`config.mk`:
```
export PLATFORM = sky130hd
export DESIGN_NAME = pulse_transmitter_symbol_timer
export DESIGN_NICKNAME = d
export VERILOG_FILES = /design/src/rtl/pulse_transmitter_duration_fifo.sv /design/src/rtl/pulse_transmitter_symbol_timer.sv
export SDC_FILE = /design/constraint.sdc
export NUM_CORES = 1
export LEC_CHECK = 0
export CORE_MARGIN = 4
export CORE_UTILIZATION = 60
export DETAILED_ROUTE_END_ITERATION = 10
export PLACE_DENSITY_LB_ADDON = 0.25
export SLEW_MARGIN = 10
export SYNTH_ARGS = -nofsm -noshare
export SYNTH_HDL_FRONTEND = slang
export SYNTH_SLANG_ARGS = --single-unit
```
`constraint.sdc`:
```
create_clock -name clk -period 3.98 [get_ports clk]
set_clock_uncertainty 0.1 [all_clocks]
set_input_delay 0.796 -clock clk [delete_from_list [all_inputs] [get_ports clk]]
set_output_delay 0.796 -clock clk [all_outputs]
set_load 0.02 [all_outputs]
```
`src/rtl/pulse_transmitter_duration_fifo.sv`:
```
// Register FIFO holding symbol durations; an entry is poppable only from the cycle after its write.
// flush empties the FIFO and takes priority over a same-cycle push.
module pulse_transmitter_duration_fifo #(
    parameter int WIDTH = 8,
    parameter int DEPTH = 4
) (
    input  logic                         clk,
    input  logic                         rst_n,
    input  logic                         push,
    input  logic                         pop,
    input  logic                         flush,
    input  logic [WIDTH-1:0]             push_data,
    output logic [WIDTH-1:0]             pop_data,
    output logic [$clog2(DEPTH+1)-1:0]   level,
    output logic                         full
);
    localparam int PTR_W = $clog2(DEPTH);
    localparam int LVL_W = $clog2(DEPTH + 1);

    logic [WIDTH-1:0] mem [DEPTH];
    logic [PTR_W-1:0] wr_ptr;
    logic [PTR_W-1:0] rd_ptr;
    logic             do_push;
    logic             do_pop;

    assign full     = (level == LVL_W'(DEPTH));
    assign do_push  = push && !full;
    assign do_pop   = pop && (level != '0);
    assign pop_data = mem[rd_ptr];

    always_ff @(posedge clk) begin
        if (do_push && !flush) begin
            mem[wr_ptr] <= push_data;
        end
    end

    always_ff @(posedge clk or negedge rst_n) begin
        if (!rst_n) begin
            wr_ptr <= '0;
            rd_ptr <= '0;
            level  <= '0;
        end else if (flush) begin
            wr_ptr <= '0;
            rd_ptr <= '0;
            level  <= '0;
        end else begin
            if (do_push) wr_ptr <= wr_ptr + PTR_W'(1);
            if (do_pop)  rd_ptr <= rd_ptr + PTR_W'(1);
            level <= level + LVL_W'(do_push) - LVL_W'(do_pop);
        end
    end
endmodule

```
`src/rtl/pulse_transmitter_symbol_timer.sv`:
```
// Plays queued durations back-to-back; each symbol lasts (duration+1) << prescaler cycles.
// state | meaning:  IDLE | line at idle_level, waiting for en and data;  RUN | symbol in progress
module pulse_transmitter_symbol_timer #(
    parameter int   PRESCALER_WIDTH = 16,
    parameter int   TIMER_WIDTH     = 8,
    parameter int   DEPTH           = 4,
    localparam int  PSEL_W          = $clog2(PRESCALER_WIDTH)
) (
    input  logic                        clk,
    input  logic                        sys_rst_n,
    input  logic                        en,
    input  logic                        mode_repeat,
    input  logic [PSEL_W-1:0]           prescaler,
    input  logic                        idle_level,
    input  logic                        flush,
    input  logic                        in_valid,
    input  logic [TIMER_WIDTH-1:0]      in_duration,
    output logic                        in_ready,
    output logic [$clog2(DEPTH+1)-1:0]  level,
    output logic                        line_out,
    output logic                        symbol_start,
    output logic                        symbol_end,
    output logic                        busy,
    output logic                        underrun
);
    localparam int CNT_W = TIMER_WIDTH + 1;

    typedef enum logic {IDLE = 1'b0, RUN = 1'b1} state_t;

    state_t                     state, state_nx;
    logic [PRESCALER_WIDTH-1:0] tick_cnt;
    logic [CNT_W-1:0]           sym_cnt;
    logic [TIMER_WIDTH-1:0]     dur_lat;
    logic [PSEL_W-1:0]          psel_lat;
    logic [TIMER_WIDTH-1:0]     pop_data;
    logic                       full;
    logic                       have_data;
    logic                       last_cycle;
    logic                       pop;
    logic                       load_new;
    logic                       load_rep;
    logic                       set_underrun;

    // Down-counter reload value: tick period minus one.
    function automatic logic [PRESCALER_WIDTH-1:0] tick_len(input logic [PSEL_W-1:0] p);
        logic [PRESCALER_WIDTH-1:0] one;
        one = PRESCALER_WIDTH'(1);
        return (one << p) - one;
    endfunction

    pulse_transmitter_duration_fifo #(
        .WIDTH (TIMER_WIDTH),
        .DEPTH (DEPTH)
    ) u_fifo (
        .clk       (clk),
        .rst_n     (sys_rst_n),
        .push      (in_valid),
        .pop       (pop),
        .flush     (flush),
        .push_data (in_duration),
        .pop_data  (pop_data),
        .level     (level),
        .full      (full)
    );

    assign in_ready   = !full;
    assign have_data  = (level != '0);
    assign busy       = (state == RUN);
    assign last_cycle = busy && (tick_cnt == '0) && (sym_cnt == '0);
    assign symbol_end = last_cycle;

    always_comb begin
        state_nx     = state;
        pop          = 1'b0;
        load_new     = 1'b0;
        load_rep     = 1'b0;
        set_underrun = 1'b0;
        if (!en) begin
            state_nx = IDLE;
        end else begin
            case (state)
                IDLE: begin
                    if (have_data) begin
                        pop      = 1'b1;
                        load_new = 1'b1;
                        state_nx = RUN;
                    end
                end
                RUN: begin
                    if (last_cycle) begin
                        if (have_data) begin
                            pop      = 1'b1;
                            load_new = 1'b1;
                        end else if (mode_repeat) begin
                            load_rep = 1'b1;
                        end else begin
                            set_underrun = 1'b1;
                            state_nx     = IDLE;
                        end
                    end
                end
                default: state_nx = IDLE;
            endcase
        end
    end

    always_ff @(posedge clk or negedge sys_rst_n) begin
        if (!sys_rst_n) begin
            state        <= IDLE;
            tick_cnt     <= '0;
            sym_cnt      <= '0;
            dur_lat      <= '0;
            psel_lat     <= '0;
            line_out     <= 1'b0;
            symbol_start <= 1'b0;
            underrun     <= 1'b0;
        end else begin
            state        <= state_nx;
            symbol_start <= load_new || load_rep;
            if (!en) begin
                tick_cnt <= '0;
                sym_cnt  <= '0;
                line_out <= idle_level;
            end else if (load_new) begin
                dur_lat  <= pop_data;
                psel_lat <= prescaler;
                tick_cnt <= tick_len(prescaler);
                sym_cnt  <= CNT_W'(pop_data);
                line_out <= (state == IDLE) ? !idle_level : !line_out;
            end else if (load_rep) begin
                tick_cnt <= tick_len(psel_lat);
                sym_cnt  <= CNT_W'(dur_lat);
                line_out <= !line_out;
            end else if (state_nx == IDLE) begin
                tick_cnt <= '0;
                sym_cnt  <= '0;
                line_out <= idle_level;
            end else if (tick_cnt == '0) begin
                tick_cnt <= tick_len(psel_lat);
                sym_cnt  <= sym_cnt - CNT_W'(1);
            end else begin
                tick_cnt <= tick_cnt - PRESCALER_WIDTH'(1);
            end
            // Clearing wins over a same-cycle underrun event.
            if (!en || flush) begin
                underrun <= 1'b0;
            end else if (set_underrun) begin
                underrun <= 1'b1;
            end
        end
    end
endmodule

```
# Yosys cells after proc, flatten, opt, wreduce, memory -nomap -nowiden
# Memories as Yosys holds them, arrays and structs flattened.
# Cells that the tools add are included.
[word_totals] ram_bits=32 memories=1 out_inout_bits=9 ff_bits=48 input_bits=19 word_cells=87
[mem_list] name="u_fifo.mem" depth=4 word_bits=8 read_ports=1 rd_ports_with_merged_regs=0 write_ports=1 line_no="pulse_transmitter_duration_fifo.sv:20" rtl="logic [WIDTH-1:0] mem [DEPTH];"
[classes] shift=2 add_sub_neg=8 n_reduce_logical=19 bitwise=1 n_mux=42 n_eq_ne=3
[ops] op="$mux W16" n=5
[ops] op="$sub A16 B1 Y16 const B" n=3
[ops] op="$mux W9" n=5
[ops] op="$shl A1 B4 Y16 const A" n=2
[ops] op="$mux W1" n=25
[ops] op="$logic_not A16 Y1" n=1
[ops] op="$logic_not A9 Y1" n=1
[ops] op="$sub A9 B1 Y9 const B" n=1
[ops] op="$mux W2" n=4
[ops] op="$reduce_bool A2 Y1" n=3
[ops] op="$logic_and A1 B1 Y1" n=5
[ops] op="$logic_not A1 Y1" n=5
[ops] op="$ne A5 B2 Y1 const B" n=1
[ops] op="$add A2 B1 Y2 const B" n=2
[ops] op="$ne A4 B2 Y1 const B" n=1
[ops] op="$pmux W1 S2" n=2
[ops] op="$add A3 B1 Y3" n=1
[ops] op="$eq A3 B3 Y1 const B" n=1
[ops] op="$mux W3" n=1
[ops] op="$reduce_bool A3 Y1" n=1
[ops] op="$sub A3 B1 Y3" n=1
[ops] op="$logic_or A1 B1 Y1" n=2
[ops] op="$reduce_and A2 Y1" n=1
[ops] op="$not A1 Y1" n=1

# Longest topological paths before layout
[logic_depth] depth_word=10 ltp_mapped=15 mapped_depth_nobuf=14

# Hierarchy
# A second synthesis with hierarchy kept.
[hier_totals] cells_unflattened=434 hier_area_um2=4490.6
[modules_own_cells] module="pulse_transmitter_symbol_timer" seq_area_each_um2=1026.0 area_each_um2=2844.0 instances=1 cells_each=347
[modules_own_cells] module="pulse_transmitter_duration_fifo" seq_area_each_um2=1136.1 area_each_um2=1646.6 instances=1 cells_each=87

# Least setup slack after synthesis
# Ideal clock, no wire load.
[synth_path] path_kind="reg2reg" from="register sym_cnt[0]" to="register u_fifo.level[2]" path_stages_with_launch=16 path_buffers=1 setup_ns=0.130 path_slack_ns=0.866 t_arrival_ns=2.884 path_cell_list="dfrtp_1 inv_1 ha_1 nor3b_1 nand2_1 o31ai_4 nand3_2 inv_2 buf_2 ha_1 inv_1 ha_1 inv_1 fa_1 xnor2_1 nor2_1"
[synth_between] elab_chain_len=8
[synth_lines] element="from (decl)" line_no="pulse_transmitter_symbol_timer.sv:32" rtl="logic [CNT_W-1:0] sym_cnt;"
[synth_lines] element="from (signal assigned)" line_no="pulse_transmitter_symbol_timer.sv:128" rtl="sym_cnt <= CNT_W'(pop_data);"
[synth_lines] element="from (signal assigned)" line_no="pulse_transmitter_symbol_timer.sv:132" rtl="sym_cnt <= CNT_W'(dur_lat);"
[synth_lines] element="from (signal assigned)" line_no="pulse_transmitter_symbol_timer.sv:140" rtl="sym_cnt <= sym_cnt - CNT_W'(1);"
[synth_lines] element="$logic_not A9 Y1" line_no="pulse_transmitter_symbol_timer.sv:69" rtl="assign last_cycle = busy && (tick_cnt == '0) && (sym_cnt == '0);"
[synth_lines] element="$logic_and A1 B1 Y1" line_no="pulse_transmitter_symbol_timer.sv:69"
[synth_lines] element="$mux W1" line_no="pulse_transmitter_symbol_timer.sv:90" rtl="if (last_cycle) begin"
[synth_lines] element="$pmux W1 S2" line_no="pulse_transmitter_symbol_timer.sv:81" rtl="case (state)"
[synth_lines] element="$mux W1" line_no="pulse_transmitter_symbol_timer.sv:78" rtl="if (!en) begin"
[synth_lines] element="$logic_and A1 B1 Y1" line_no="pulse_transmitter_duration_fifo.sv:28" rtl="assign do_pop = pop && (level != '0);"
[synth_lines] element="$sub A3 B1 Y3" line_no="pulse_transmitter_duration_fifo.sv:49" rtl="level <= level + LVL_W'(do_push) - LVL_W'(do_pop);"
[synth_lines] element="$mux W3" line_no="pulse_transmitter_duration_fifo.sv:42" rtl="end else if (flush) begin"
[synth_lines] element="to (signal assigned)" line_no="pulse_transmitter_duration_fifo.sv:49"
[synth_lines] element="to (decl)" line_no="pulse_transmitter_duration_fifo.sv:14" rtl="output logic [$clog2(DEPTH+1)-1:0] level,"
# No other way between the ends.
# A chain may end at the register's enable or synchronous reset.

# Final worst setup path
[layout_path] from="register sym_cnt[0]" to="output symbol_end"
[layout_between] elab_chain_len=2
[layout_lines] element="$logic_not A9 Y1" line_no="pulse_transmitter_symbol_timer.sv:69"
[layout_lines] element="$logic_and A1 B1 Y1" line_no="pulse_transmitter_symbol_timer.sv:69"
[layout_lines] element="to (decl)" line_no="pulse_transmitter_symbol_timer.sv:22" rtl="output logic symbol_end,"
# No other way between the ends.

==> results.sh <==
export IMPL_outcome="finished clean"
export IMPL_viasPerCell=6.35
export IMPL_hold_path_class="primary input to asynchronous set/reset pin"
export IMPL_place_area_mm2=0.00502
export IMPL_crit_required_ns=3.08
export IMPL_start_util=0.612
export IMPL_ys_warn_count=0
export IMPL_post_cts_buffers=0
export IMPL_synth_avg_cell_area_um2=9.64
export IMPL_fin_crit_sh=0.894
export IMPL_ioPinCount=28
export IMPL_die_area_mm2=0.00932
export IMPL_power_density_mw_per_mm2=744
export IMPL_relSlewSlack=0.310
export IMPL_fp_dieH_um=96.6
export IMPL_cts_tree="built"
export IMPL_design_area_mm2=0.00521
export IMPL_worstPathCellList="inv_1 > ha_1 > nor3b_1 > nand2_1 > nor4_4 > clkdlybuf4s50_1"
export IMPL_mostFrequentLayoutCell="nand2_1"
export IMPL_grt_overflow_total=0
export IMPL_antenna_found_initial=0
export IMPL_diodes=0
export IMPL_fmaxAchievable_mhz=281
export IMPL_ys_seq_area_frac=0.459
export IMPL_dp_hpwl_mm=7.96
export IMPL_syn_inst=488
export IMPL_critPathKind="flop to output port"
export IMPL_dp_cells=594
export IMPL_synth_top_area_share=0.255
export IMPL_numCtsBuffers=9
export IMPL_fp_coreArea_mm2=0.00769
export IMPL_dr_pass1_iters=5
export IMPL_ys_ff_latch=80
export IMPL_die_x_um=96.6
export IMPL_setup_viol=0
export IMPL_grt_setup_unrepaired="false"
export IMPL_startpoint_type="flop"
export IMPL_rows=32
export IMPL_syn_nets=520
export IMPL_area_growth_syn_to_layout_pct=10.7
export IMPL_synthArstFlopShare=0.600
export IMPL_synthesis_area_mm2=0.00471
export IMPL_io_buffers=27
export IMPL_routed_wirelength_mm=11.2
export IMPL_final_cell_mix="63 x nand2_1, 48 x dfrtp_1, 41 x o21ai_0, 38 x nor2_1, 32 x edfxtp_1"
export IMPL_grt_total_usage=0.260
export IMPL_finalNetCount=535
export IMPL_root_buffer="clkbuf_8"
export IMPL_wl_per_cell_um=18.3
export IMPL_ant_nets=0
export IMPL_slew_viol_final=0
export IMPL_tightest_slew_ns=1.03
export IMPL_finalNonFillerCells=610
export IMPL_grt_pass1_vias=3584
export IMPL_synth_cell_type_count=62
export IMPL_cp_slowest_cell="clkdlybuf4s50_1"
export IMPL_final_util=0.678
export IMPL_cts_buffer_depth=2
export IMPL_fin_tns_setup_ns=0
export IMPL_drive_above_1_share=0.0925
export IMPL_yosys_area_top_type="dfrtp_1"
export IMPL_path_delay_family="simple AND/OR/NAND/NOR gates"
export IMPL_cp_num_buf_inv=2
export IMPL_layout_setup_ws_ns=0.423
export IMPL_grt_pass1_wl_mm=18.2
export IMPL_pre_cts_slack_ns=0.516
export IMPL_cts_resized=0
export IMPL_hold_buffers=0
export IMPL_synth_area_leaders="dfrtp_1 26%, edfxtp_1 20%, nand2_1 5.0%, o21ai_0 4.4%, ha_1 3.2%"
export IMPL_h_tree_depth=3
export IMPL_grt_max_degree=49
export IMPL_min_period_ns=3.56
export IMPL_clk_latency_ns=0.36
export IMPL_slowest_delay_ns=0.67
export IMPL_max_cap_violations=0
export IMPL_clk_pin_slew_ns=0.09
export IMPL_fin_total_pwr_mw=3.88
export IMPL_vias=3871
export IMPL_cts_sinks=80
export IMPL_drc=0
export IMPL_fillers=601
export IMPL_place_gp_congestion=0.907
export IMPL_drt_iter0_drc=402
export IMPL_leakagePower_nw=2.06
export IMPL_hold_viol_final=0
export IMPL_crit_arrival_ns=2.66
export IMPL_hold_ws_ns=0.336
export IMPL_path_max_fanout=6
export IMPL_peakVddDrop_mv=0.391
export IMPL_synth_edf_count=32
export IMPL_end_kind="output port"
export IMPL_ys_flop_type="dfrtp_1"
-- flip-flops by register name, indices dropped and copies added (netlist names) --
| register | cells |
|---|---|
| psel_lat | 4 |
| dur_lat | 8 |
| symbol_start | 1 |
| busy | 1 |
| u_fifo.level | 3 |
| underrun | 1 |
| sym_cnt | 9 |
| u_fifo.wr_ptr | 2 |
| u_fifo.rd_ptr | 2 |
| tick_cnt | 16 |
| line_out | 1 |
| u_fifo.mem | 32 |
-- cells by family (layout without fill, tap and decap cells) --
logic type      after synthesis  count (layout)  synth area share
compound gates              115             115             0.154
buf+inv                      49              69            0.0433
simple gates                193             193             0.218
flops                        80              80             0.459
fa+ha+maj                    13              13            0.0362
mux                          15              15            0.0463
xor+xnor                     23              23            0.0428
-- report_power, final --
group	switching (mW)	internal, mW	total [mW]
sequential	0.273	1.05	1.32
clock	0.335	0.238	0.573
combinational	1.19	0.794	1.98
-- synthesized netlist by cell type, types with 7 or more instances --
cell type  count
nand2_1       63
dfrtp_1       48
o21ai_0       41
nor2_1        38
edfxtp_1      32
a21oi_1       27
clkbuf_1      21
inv_1         18
nor3_1        18
xnor2_1       14
ha_1          12
nand3_1       11
xor2_1         9
and3_1         8
nand2b_1       8
o221ai_1       8
nor4_1         7
-- final cells by class --
cell class / instances / area (um^2) / area share
sequential: 80 / 2160 / 0.415
clock buffer: 9 / 124 / 0.0238
clock inverter: 7 / 62.6 / 0.0120
tap: 102 / 128 / 0.0245
timing repair buffer: 33 / 313 / 0.0601
multi-input combinational: 359 / 2340 / 0.449
inverter: 20 / 80.1 / 0.0154
-- path summary, 6_finish.rpt --
kind	startpoint	end	slack (ns)	cells past startpoint
min in group clk	dur_lat[7]	dur_lat[7]	0.38	2
worst min register to register	dur_lat[7]	dur_lat[7]	0.38	2
max in group asynchronous	sys_rst_n	underrun	2.99	1
worst max-delay path	sym_cnt[0]	symbol_end	0.42	6
worst max register to register	sym_cnt[0]	u_fifo.level[2]	0.57	14
worst min-delay path	sys_rst_n	tick_cnt[12]	0.34	1
-- worst reg2reg max path: stages (launching register included) --
cell and delay, ns:
dfrtp_1 0.44, inv_1 0.11, ha_1 0.16, nor3b_1 0.26
nand2_1 0.25, o31ai_4 0.49, nand3_2 0.15, inv_2 0.25
ha_1 0.29, inv_1 0.06, ha_1 0.13, inv_1 0.04
fa_1 0.37, xnor2_1 0.16, nor2_1 0.05
-- per-layer routing --
| metal | vias up | GRT usage | share of wire |
|---|---|---|---|
| li1 | 1800 | - | - |
| met5 | - | 0 | 0 |
| met4 | 0 | 0.0876 | 0.017 |
| met1 | 1846 | 0.377 | 0.43 |
| met2 | 198 | 0.405 | 0.48 |
| met3 | 27 | 0.0325 | 0.078 |
Note: power is estimated with default switching activity, not from simulation.
